==> config.mk <==
export PLATFORM = sky130hd
export DESIGN_NAME = regfile_port_arb
export DESIGN_NICKNAME = d
export VERILOG_FILES = /design/src/rtl/regfile_port_arb.sv
export SDC_FILE = /design/constraint.sdc
export NUM_CORES = 1
export LEC_CHECK = 0
export CORE_AREA = 5 5 132 134
export DETAILED_ROUTE_END_ITERATION = 8
export DIE_AREA = 0 0 137 139
export GPL_TIMING_DRIVEN = 0
export PLACE_DENSITY_LB_ADDON = 0.05
export SETUP_SLACK_MARGIN = 0.5
export SYNTH_ARGS = -nofsm -noshare
export SYNTH_HDL_FRONTEND = slang
export SYNTH_SLANG_ARGS = --single-unit
==> constraint.sdc <==
create_clock -name clk -period 3.4 [get_ports clk]
set_input_delay 0.68 -clock clk [delete_from_list [all_inputs] [get_ports clk]]
set_output_delay 0.68 -clock clk [all_outputs]
set_load 0.1 [all_outputs]
==> src/rtl/regfile_port_arb.sv <==
`default_nettype none
// ============================================================================
// Module      : regfile_port_arb
// Description : Two-master arbiter in front of a 2-read / 1-write register
//               file. One read grant per cycle (round-robin on ties), one
//               write grant per cycle (m0 priority with an m1 starvation
//               guard). Read data arrives one cycle after the grant and is
//               steered to the granted master's response lane.
//               Optional macro RF_ARB_BYPASS_EN forwards same-cycle write
//               data into a colliding read's response.
// Revision    : 1.0 - initial release
// ============================================================================
module regfile_port_arb #(
    parameter logic RR_INIT = 1'b0
) (
    input  logic        clk,
    input  logic        rst_n,

    // master 0
    input  logic        m0_rd_valid,
    output logic        m0_rd_ready,
    input  logic [4:0]  m0_ra1,
    input  logic [4:0]  m0_ra2,
    output logic        m0_rsp_valid,
    output logic [31:0] m0_rd1,
    output logic [31:0] m0_rd2,
    input  logic        m0_wr_valid,
    output logic        m0_wr_ready,
    input  logic [4:0]  m0_wa,
    input  logic [31:0] m0_wd,

    // master 1
    input  logic        m1_rd_valid,
    output logic        m1_rd_ready,
    input  logic [4:0]  m1_ra1,
    input  logic [4:0]  m1_ra2,
    output logic        m1_rsp_valid,
    output logic [31:0] m1_rd1,
    output logic [31:0] m1_rd2,
    input  logic        m1_wr_valid,
    output logic        m1_wr_ready,
    input  logic [4:0]  m1_wa,
    input  logic [31:0] m1_wd,

    // register file side
    output logic [4:0]  rf_A1,
    output logic [4:0]  rf_A2,
    output logic [4:0]  rf_A3,
    output logic [31:0] rf_WD3,
    output logic        rf_WE,
    input  logic [31:0] rf_RD1,
    input  logic [31:0] rf_RD2
);

    localparam logic [1:0] c_STARVE_MAX = 2'd3;

    // ------------------------------------------------------------------
    // Read arbitration
    // ------------------------------------------------------------------
    logic        r_rr_last_m1;   // 1: m1 was the most recent read winner
    logic        w_rd_gnt0;
    logic        w_rd_gnt1;
    logic        w_rd_any;
    logic        r_rsp_valid0;
    logic        r_rsp_valid1;

    // Pick the read winner; the master not granted last wins a tie.
    always_comb begin
        w_rd_gnt0 = 1'b0;
        w_rd_gnt1 = 1'b0;
        if (rst_n) begin
            if (m0_rd_valid && m1_rd_valid) begin
                if (r_rr_last_m1) begin
                    w_rd_gnt0 = 1'b1;
                end else begin
                    w_rd_gnt1 = 1'b1;
                end
            end else begin
                w_rd_gnt0 = m0_rd_valid;
                w_rd_gnt1 = m1_rd_valid;
            end
        end
    end

    assign w_rd_any    = w_rd_gnt0 | w_rd_gnt1;
    assign m0_rd_ready = w_rd_gnt0;
    assign m1_rd_ready = w_rd_gnt1;

    // Steer the winner's read addresses; idle reads present address 0.
    always_comb begin
        rf_A1 = 5'd0;
        rf_A2 = 5'd0;
        if (w_rd_gnt0) begin
            rf_A1 = m0_ra1;
            rf_A2 = m0_ra2;
        end else if (w_rd_gnt1) begin
            rf_A1 = m1_ra1;
            rf_A2 = m1_ra2;
        end
    end

    // Round-robin pointer remembers who won the last granted read.
    always_ff @(posedge clk) begin
        if (!rst_n) begin
            r_rr_last_m1 <= RR_INIT;
        end else if (w_rd_gnt0) begin
            r_rr_last_m1 <= 1'b0;
        end else if (w_rd_gnt1) begin
            r_rr_last_m1 <= 1'b1;
        end
    end

    // Response valid follows the grant by exactly one cycle.
    always_ff @(posedge clk) begin
        if (!rst_n) begin
            r_rsp_valid0 <= 1'b0;
            r_rsp_valid1 <= 1'b0;
        end else begin
            r_rsp_valid0 <= w_rd_gnt0;
            r_rsp_valid1 <= w_rd_gnt1;
        end
    end

    // Gating with rst_n kills a response whose grant preceded an asserted
    // reset, so nothing leaks out while reset is held.
    assign m0_rsp_valid = r_rsp_valid0 & rst_n;
    assign m1_rsp_valid = r_rsp_valid1 & rst_n;

    // ------------------------------------------------------------------
    // Write arbitration
    // ------------------------------------------------------------------
    logic [1:0]  r_starve;       // cycles m1 has waited on a write
    logic        w_wr_gnt0;
    logic        w_wr_gnt1;
    logic        w_wr_any;

    // m0 wins writes unless m1 has been waiting for three cycles.
    always_comb begin
        w_wr_gnt0 = 1'b0;
        w_wr_gnt1 = 1'b0;
        if (rst_n) begin
            if (m1_wr_valid && (!m0_wr_valid || (r_starve == c_STARVE_MAX))) begin
                w_wr_gnt1 = 1'b1;
            end else if (m0_wr_valid) begin
                w_wr_gnt0 = 1'b1;
            end
        end
    end

    assign w_wr_any    = w_wr_gnt0 | w_wr_gnt1;
    assign m0_wr_ready = w_wr_gnt0;
    assign m1_wr_ready = w_wr_gnt1;

    // Steer the write winner's address and data to the register file.
    always_comb begin
        rf_A3  = 5'd0;
        rf_WD3 = 32'd0;
        if (w_wr_gnt1) begin
            rf_A3  = m1_wa;
            rf_WD3 = m1_wd;
        end else if (w_wr_gnt0) begin
            rf_A3  = m0_wa;
            rf_WD3 = m0_wd;
        end
    end

    // Writes to register 0 are acknowledged but never reach the array.
    assign rf_WE = w_wr_any && (rf_A3 != 5'd0);

    // Starvation counter; the grant at the max value clears it, so it never wraps.
    always_ff @(posedge clk) begin
        if (!rst_n) begin
            r_starve <= 2'd0;
        end else if (!m1_wr_valid || w_wr_gnt1) begin
            r_starve <= 2'd0;
        end else begin
            r_starve <= r_starve + 2'd1;
        end
    end

    // ------------------------------------------------------------------
    // Response data path
    // ------------------------------------------------------------------
    logic [31:0] w_rd1;
    logic [31:0] w_rd2;

`ifdef RF_ARB_BYPASS_EN
    logic        r_byp1;
    logic        r_byp2;
    logic [31:0] r_byp_data;

    // Capture a same-cycle read/write address collision and the write data.
    always_ff @(posedge clk) begin
        if (!rst_n) begin
            r_byp1     <= 1'b0;
            r_byp2     <= 1'b0;
            r_byp_data <= 32'd0;
        end else begin
            r_byp1     <= w_rd_any && rf_WE && (rf_A1 == rf_A3);
            r_byp2     <= w_rd_any && rf_WE && (rf_A2 == rf_A3);
            r_byp_data <= rf_WD3;
        end
    end

    assign w_rd1 = r_byp1 ? r_byp_data : rf_RD1;
    assign w_rd2 = r_byp2 ? r_byp_data : rf_RD2;
`else
    // Without forwarding a colliding read returns the pre-write value.
    assign w_rd1 = rf_RD1;
    assign w_rd2 = rf_RD2;
`endif

    // Both lanes carry the same data; rsp_valid says whose it is.
    assign m0_rd1 = w_rd1;
    assign m0_rd2 = w_rd2;
    assign m1_rd1 = w_rd1;
    assign m1_rd2 = w_rd2;

endmodule
`default_nettype wire
# [Word-level counts from Yosys, hierarchy flattened]
# Cells that the tools add are included.
[totals] output_inout_bits=182 in_bits=164 elab_cells=39 regBits=5
[classes] reduce_logical=10 n_eq_ne=1 bitwise=4 mux=19 add_sub_neg=1
[op_table] op="two-way mux 32 bit" count=2
[op_table] op="two-way mux 5 bit" count=6
[op_table] op="two-way mux 1 bit" count=11
[op_table] op="nonzero test 5 bit" count=1
[op_table] op="OR reduction 2 bit" count=2
[op_table] op="logical AND 1 bit" count=3
[op_table] op="adder 2 x 1 -> 2 bit (second input constant)" count=1
[op_table] op="bitwise AND 1 bit" count=2
[op_table] op="== test 2 bit (second input constant)" count=1
[op_table] op="logical NOT 1 bit" count=2
[op_table] op="logical OR 1 bit" count=2
[op_table] op="inverter 1 bit" count=1
[op_table] op="bitwise OR 1 bit" count=1

# [Logic depth before layout (Yosys ltp)]
[logic_depth] depth_word=9 depth_mapped=6 ltp_nobuf=5

# [Worst setup path after synthesis]
# No wires, ideal clock.
[synth_path] kind="in2out" startpoint="input m0_wr_valid" endpoint="output rf_WE" required_time_ps=2720 setup_slack_ps=-1466 n_path_buf=0 arrival_ps=4186 path_stages=3 path_cell_list="and2b_1 > o32ai_1 > or4b_1"
[synth_via] elab_chain_len=9 elab_cells_between_ends=13 classes_between="mux: 7; bitwise: 1; reduce/logical: 5"
[synth_rtl] item="start: declaration" line_no="27" source="input logic m0_wr_valid,"
[synth_rtl] item="logical NOT 1 bit" line_no="142" source="if (m1_wr_valid && (!m0_wr_valid || (r_starve == c_STARVE_MAX))) begin"
[synth_rtl] item="logical OR 1 bit" line_no="142"
[synth_rtl] item="logical AND 1 bit" line_no="142"
[synth_rtl] item="two-way mux 1 bit" line_no="142"
[synth_rtl] item="two-way mux 1 bit" line_no="141" source="if (rst_n) begin"
[synth_rtl] item="two-way mux 5 bit" line_no="161" source="end else if (w_wr_gnt0) begin"
[synth_rtl] item="two-way mux 5 bit (*)" line_no="158" source="if (w_wr_gnt1) begin"
[synth_rtl] item="named net rf_A3[1]" line_no="48" source="output logic [4:0] rf_A3,"
[synth_rtl] item="nonzero test 5 bit (*)" line_no="168" source="assign rf_WE = w_wr_any && (rf_A3 != 5'd0);"
[synth_rtl] item="logical AND 1 bit (*)" line_no="168"
[synth_rtl] item="end: declaration" line_no="50" source="output logic rf_WE,"
# Mark *: on every way through the listed nets, which the timed path passes. The rest lies on a longest branch.

# [Final worst setup path]
[layout_path] startpoint="input m1_wa[4]" endpoint="output rf_WE"
[layout_via] elab_chain_len=3
[layout_rtl] item="start: declaration" line_no="42" source="input logic [4:0] m1_wa,"
[layout_rtl] item="two-way mux 5 bit" line_no="158"
[layout_rtl] item="nonzero test 5 bit" line_no="168"
[layout_rtl] item="logical AND 1 bit" line_no="168"
# Every way passes these cells.

==> results.json <==
{
  "power_frac_clock_pct": 11.3,
  "htreeDepth": 1,
  "syn_inst": 224,
  "ys_ff_latch": 5,
  "leakage_nw": 2.27,
  "grt-ovfl-total": 0,
  "die_w_um": 137,
  "antenna_found_initial": 0,
  "skew_ps": 0.831,
  "die_y_um": 139,
  "status": "completed",
  "layout-drive-gt1-share_pct": 44.7,
  "synthToLayoutAreaGrowth_pct": 195,
  "fillers": 1702,
  "r2r_slack_ps": 2430,
  "io_buffers": 280,
  "swShare_pct": 62.0,
  "io_pins": 346,
  "synth_area_per_cell_um2": 7.69,
  "instances_no_fill": 728,
  "drtAntennaViolNets": 0,
  "path_cells": "clkdlybuf4s50_1 > a32o_1 > and2_4 > or4b_4 > buf_8",
  "max_cap_viol_count": 0,
  "initial_utilization_pct": 10.6,
  "drt-total-wl_mm": 11.0,
  "yosys_warnings": 0,
  "place_inst": 724,
  "wl_per_cell_um": 15.2,
  "path_delay_family": "simple AND/OR/NAND/NOR gates",
  "via_per_inst": 3.41,
  "postCtsSetupBuffers": 0,
  "insertion_delay_ps": 230,
  "row_count": 47,
  "cts_buffer_depth": 2,
  "finalCritPeriodShare_pct": 83.9,
  "antennaDiodeCount": 0,
  "p_comb_share_pct": 85.0,
  "rsz0062_at_grt": "no",
  "finalHoldViolations": 0,
  "nets": 674,
  "total_power_mw": 1.71,
  "critical_path_class": "in2out",
  "synth_cell_types": 26,
  "p_sw_mw": 1.06,
  "power.density_nw_per_um2": 337,
  "slowest_stage": "or4b_4",
  "critPathArrivalTime_ps": 2170,
  "cts_tree": "yes",
  "mostFrequentLayoutCell": "clkdlybuf4s50_1",
  "drv_slew": 0,
  "cts-buffers-inserted": 3,
  "drc": 0,
  "yosysSeqAreaShare_pct": 5.81,
  "grt_pass1_vias": 2610,
  "fmax_mhz": 350,
  "grt_max_degree": 11,
  "gr-usage-all-layers_pct": 10.3,
  "hpwl_mm": 10.1,
  "gp_congestion": 0.670,
  "dieArea_um2": 19000,
  "intPower_mw": 0.650,
  "final_cell_mix": "clkdlybuf4s50_1, buf_4, buf_6",
  "core_um2": 16200,
  "syn_area_um2": 1720,
  "crit_buf_inv": 2,
  "worst_slew_pin_slew_ps": 1000,
  "cp_data_required_time_ps": 2720,
  "slowest_delay_ps": 490,
  "relSlewSlack_pct": 33.0,
  "clock_sinks": 5,
  "drt_pre_antenna_iters": 4,
  "setup_viol": 0,
  "initialDrtViolationCount": 40,
  "p_seq_share_pct": 3.7,
  "tns_ps": 0,
  "grt_pass1_wl_mm": 15.2,
  "postLayoutCoreUtil_pct": 31.4,
  "min_path_type": "reg2reg",
  "clkTransAtPathRegs_ps": 30,
  "syn_nets": 389,
  "num_vias": 2486,
  "root_buffer": "clkbuf_16",
  "min_period_ps": 2850,
  "cp_max_fo": 2,
  "vdd_drop_max_mv": 0.178,
  "cp-end-kind": "output port",
  "critPathLaunchType": "input port"
}
[layout make-up]
type / count / area, µm² / area share (%)
Sequential cell: 5 / 100 / 1.97
Timing Repair Buffer: 280 / 2810 / 55.3
Buffer: 139 / 1050 / 20.6
Inverter: 2 / 7.51 / 0.148
Tap cell: 220 / 275 / 5.42
Clock buffer: 4 / 78.8 / 1.55
Multi-Input combinational cell: 78 / 757 / 14.9
[per-layer routing]
metal	track usage, %	wire, µm	up-vias
li1	-	-	1210
met1	8.82	3200	1098
met2	21.7	6160	174
met3	4.35	1640	4
met4	1.05	46	0
met5	0	0	-
[registers in the layout, summed over array words and instances, names as in the netlist]
register	count
r_rr_last_m1	1
r_rsp_valid1	1
r_starve	2
r_rsp_valid0	1
[worst reg2reg max path: stages (launching register included)]
cell	delay [ps]
dfxtp_1	300
ha_1	260
nand2b_4	180
nor3_1	150
[cell usage after synthesis]
master,number,share of area [%]
nand2b_4,1,0.80
nand3_1,1,0.29
buf_4,128,56
a21oi_1,2,0.58
and2_1,2,0.73
nor3_1,2,0.58
a21bo_2,1,0.58
and2_2,1,0.44
clkbuf_1,1,0.22
dfxtp_1,5,5.8
buf_2,10,2.9
a21boi_0,1,0.44
and2b_1,1,0.44
and3_1,2,0.73
a22o_1,42,21
ha_1,1,0.73
nand2_1,9,2.0
a32o_1,1,0.58
nand2b_1,2,0.73
or4b_1,1,0.58
o32ai_1,3,1.5
nor2_1,2,0.44
a21boi_1,1,0.44
nand4_1,1,0.36
inv_1,2,0.44
and2_4,1,0.51
[repair_timing]
item / in CTS / in global routing
gates resized for setup: 333 / 22
setup endpoints to repair: 54 / 44
hold buffers: 0 / 0
pin swaps: 0 / 2
[metrics by stage]
stage | setup WS, ps | hold slack, ps | cell area (µm²)
final | 546 | 422 | 5070
after global routing | 503 | 440 | 5070
after CTS | 505 | 427 | 5040
after detailed placement | -938 | 423 | 4940
after global placement | -940 | 413 | 4940
after floorplan | 428 | 406 | 1860
[path summary, 6_finish.rpt]
kind / start / to / depth (start not counted)
hold / removal: r_starve[0] / r_starve[0] / 1
setup reg to reg: r_starve[0] / r_starve[0] / 3
hold reg to reg: r_starve[0] / r_starve[0] / 1
setup / recovery: m1_wa[4] / rf_WE / 5
[kinds of logic after synthesis]
kind of cell               after synthesis  share of synthesized area (%)
AOI/OAI and AO/OA                       51                           25.5
adders and majority gates                1                          0.727
buffers and inverters                  141                           59.4
DFF                                      5                           5.81
and+or+nand+nor                         26                           8.58
[power by group through the flow]
stage | Combinational [mW] | Clock [mW] | Sequential [mW]
6_report | 1.45 | 0.193 | 0.0632
4_1_cts | 1.46 | 0.197 | 0.0631
2_1_floorplan | 1.09 | 0 | 0.0637
5_1_grt | 1.49 | 0.202 | 0.0635
3_3_place_gp | 1.45 | 0 | 0.0639
3_5_place_dp | 1.45 | 0 | 0.0639
Power figures use the tool's default switching activity.
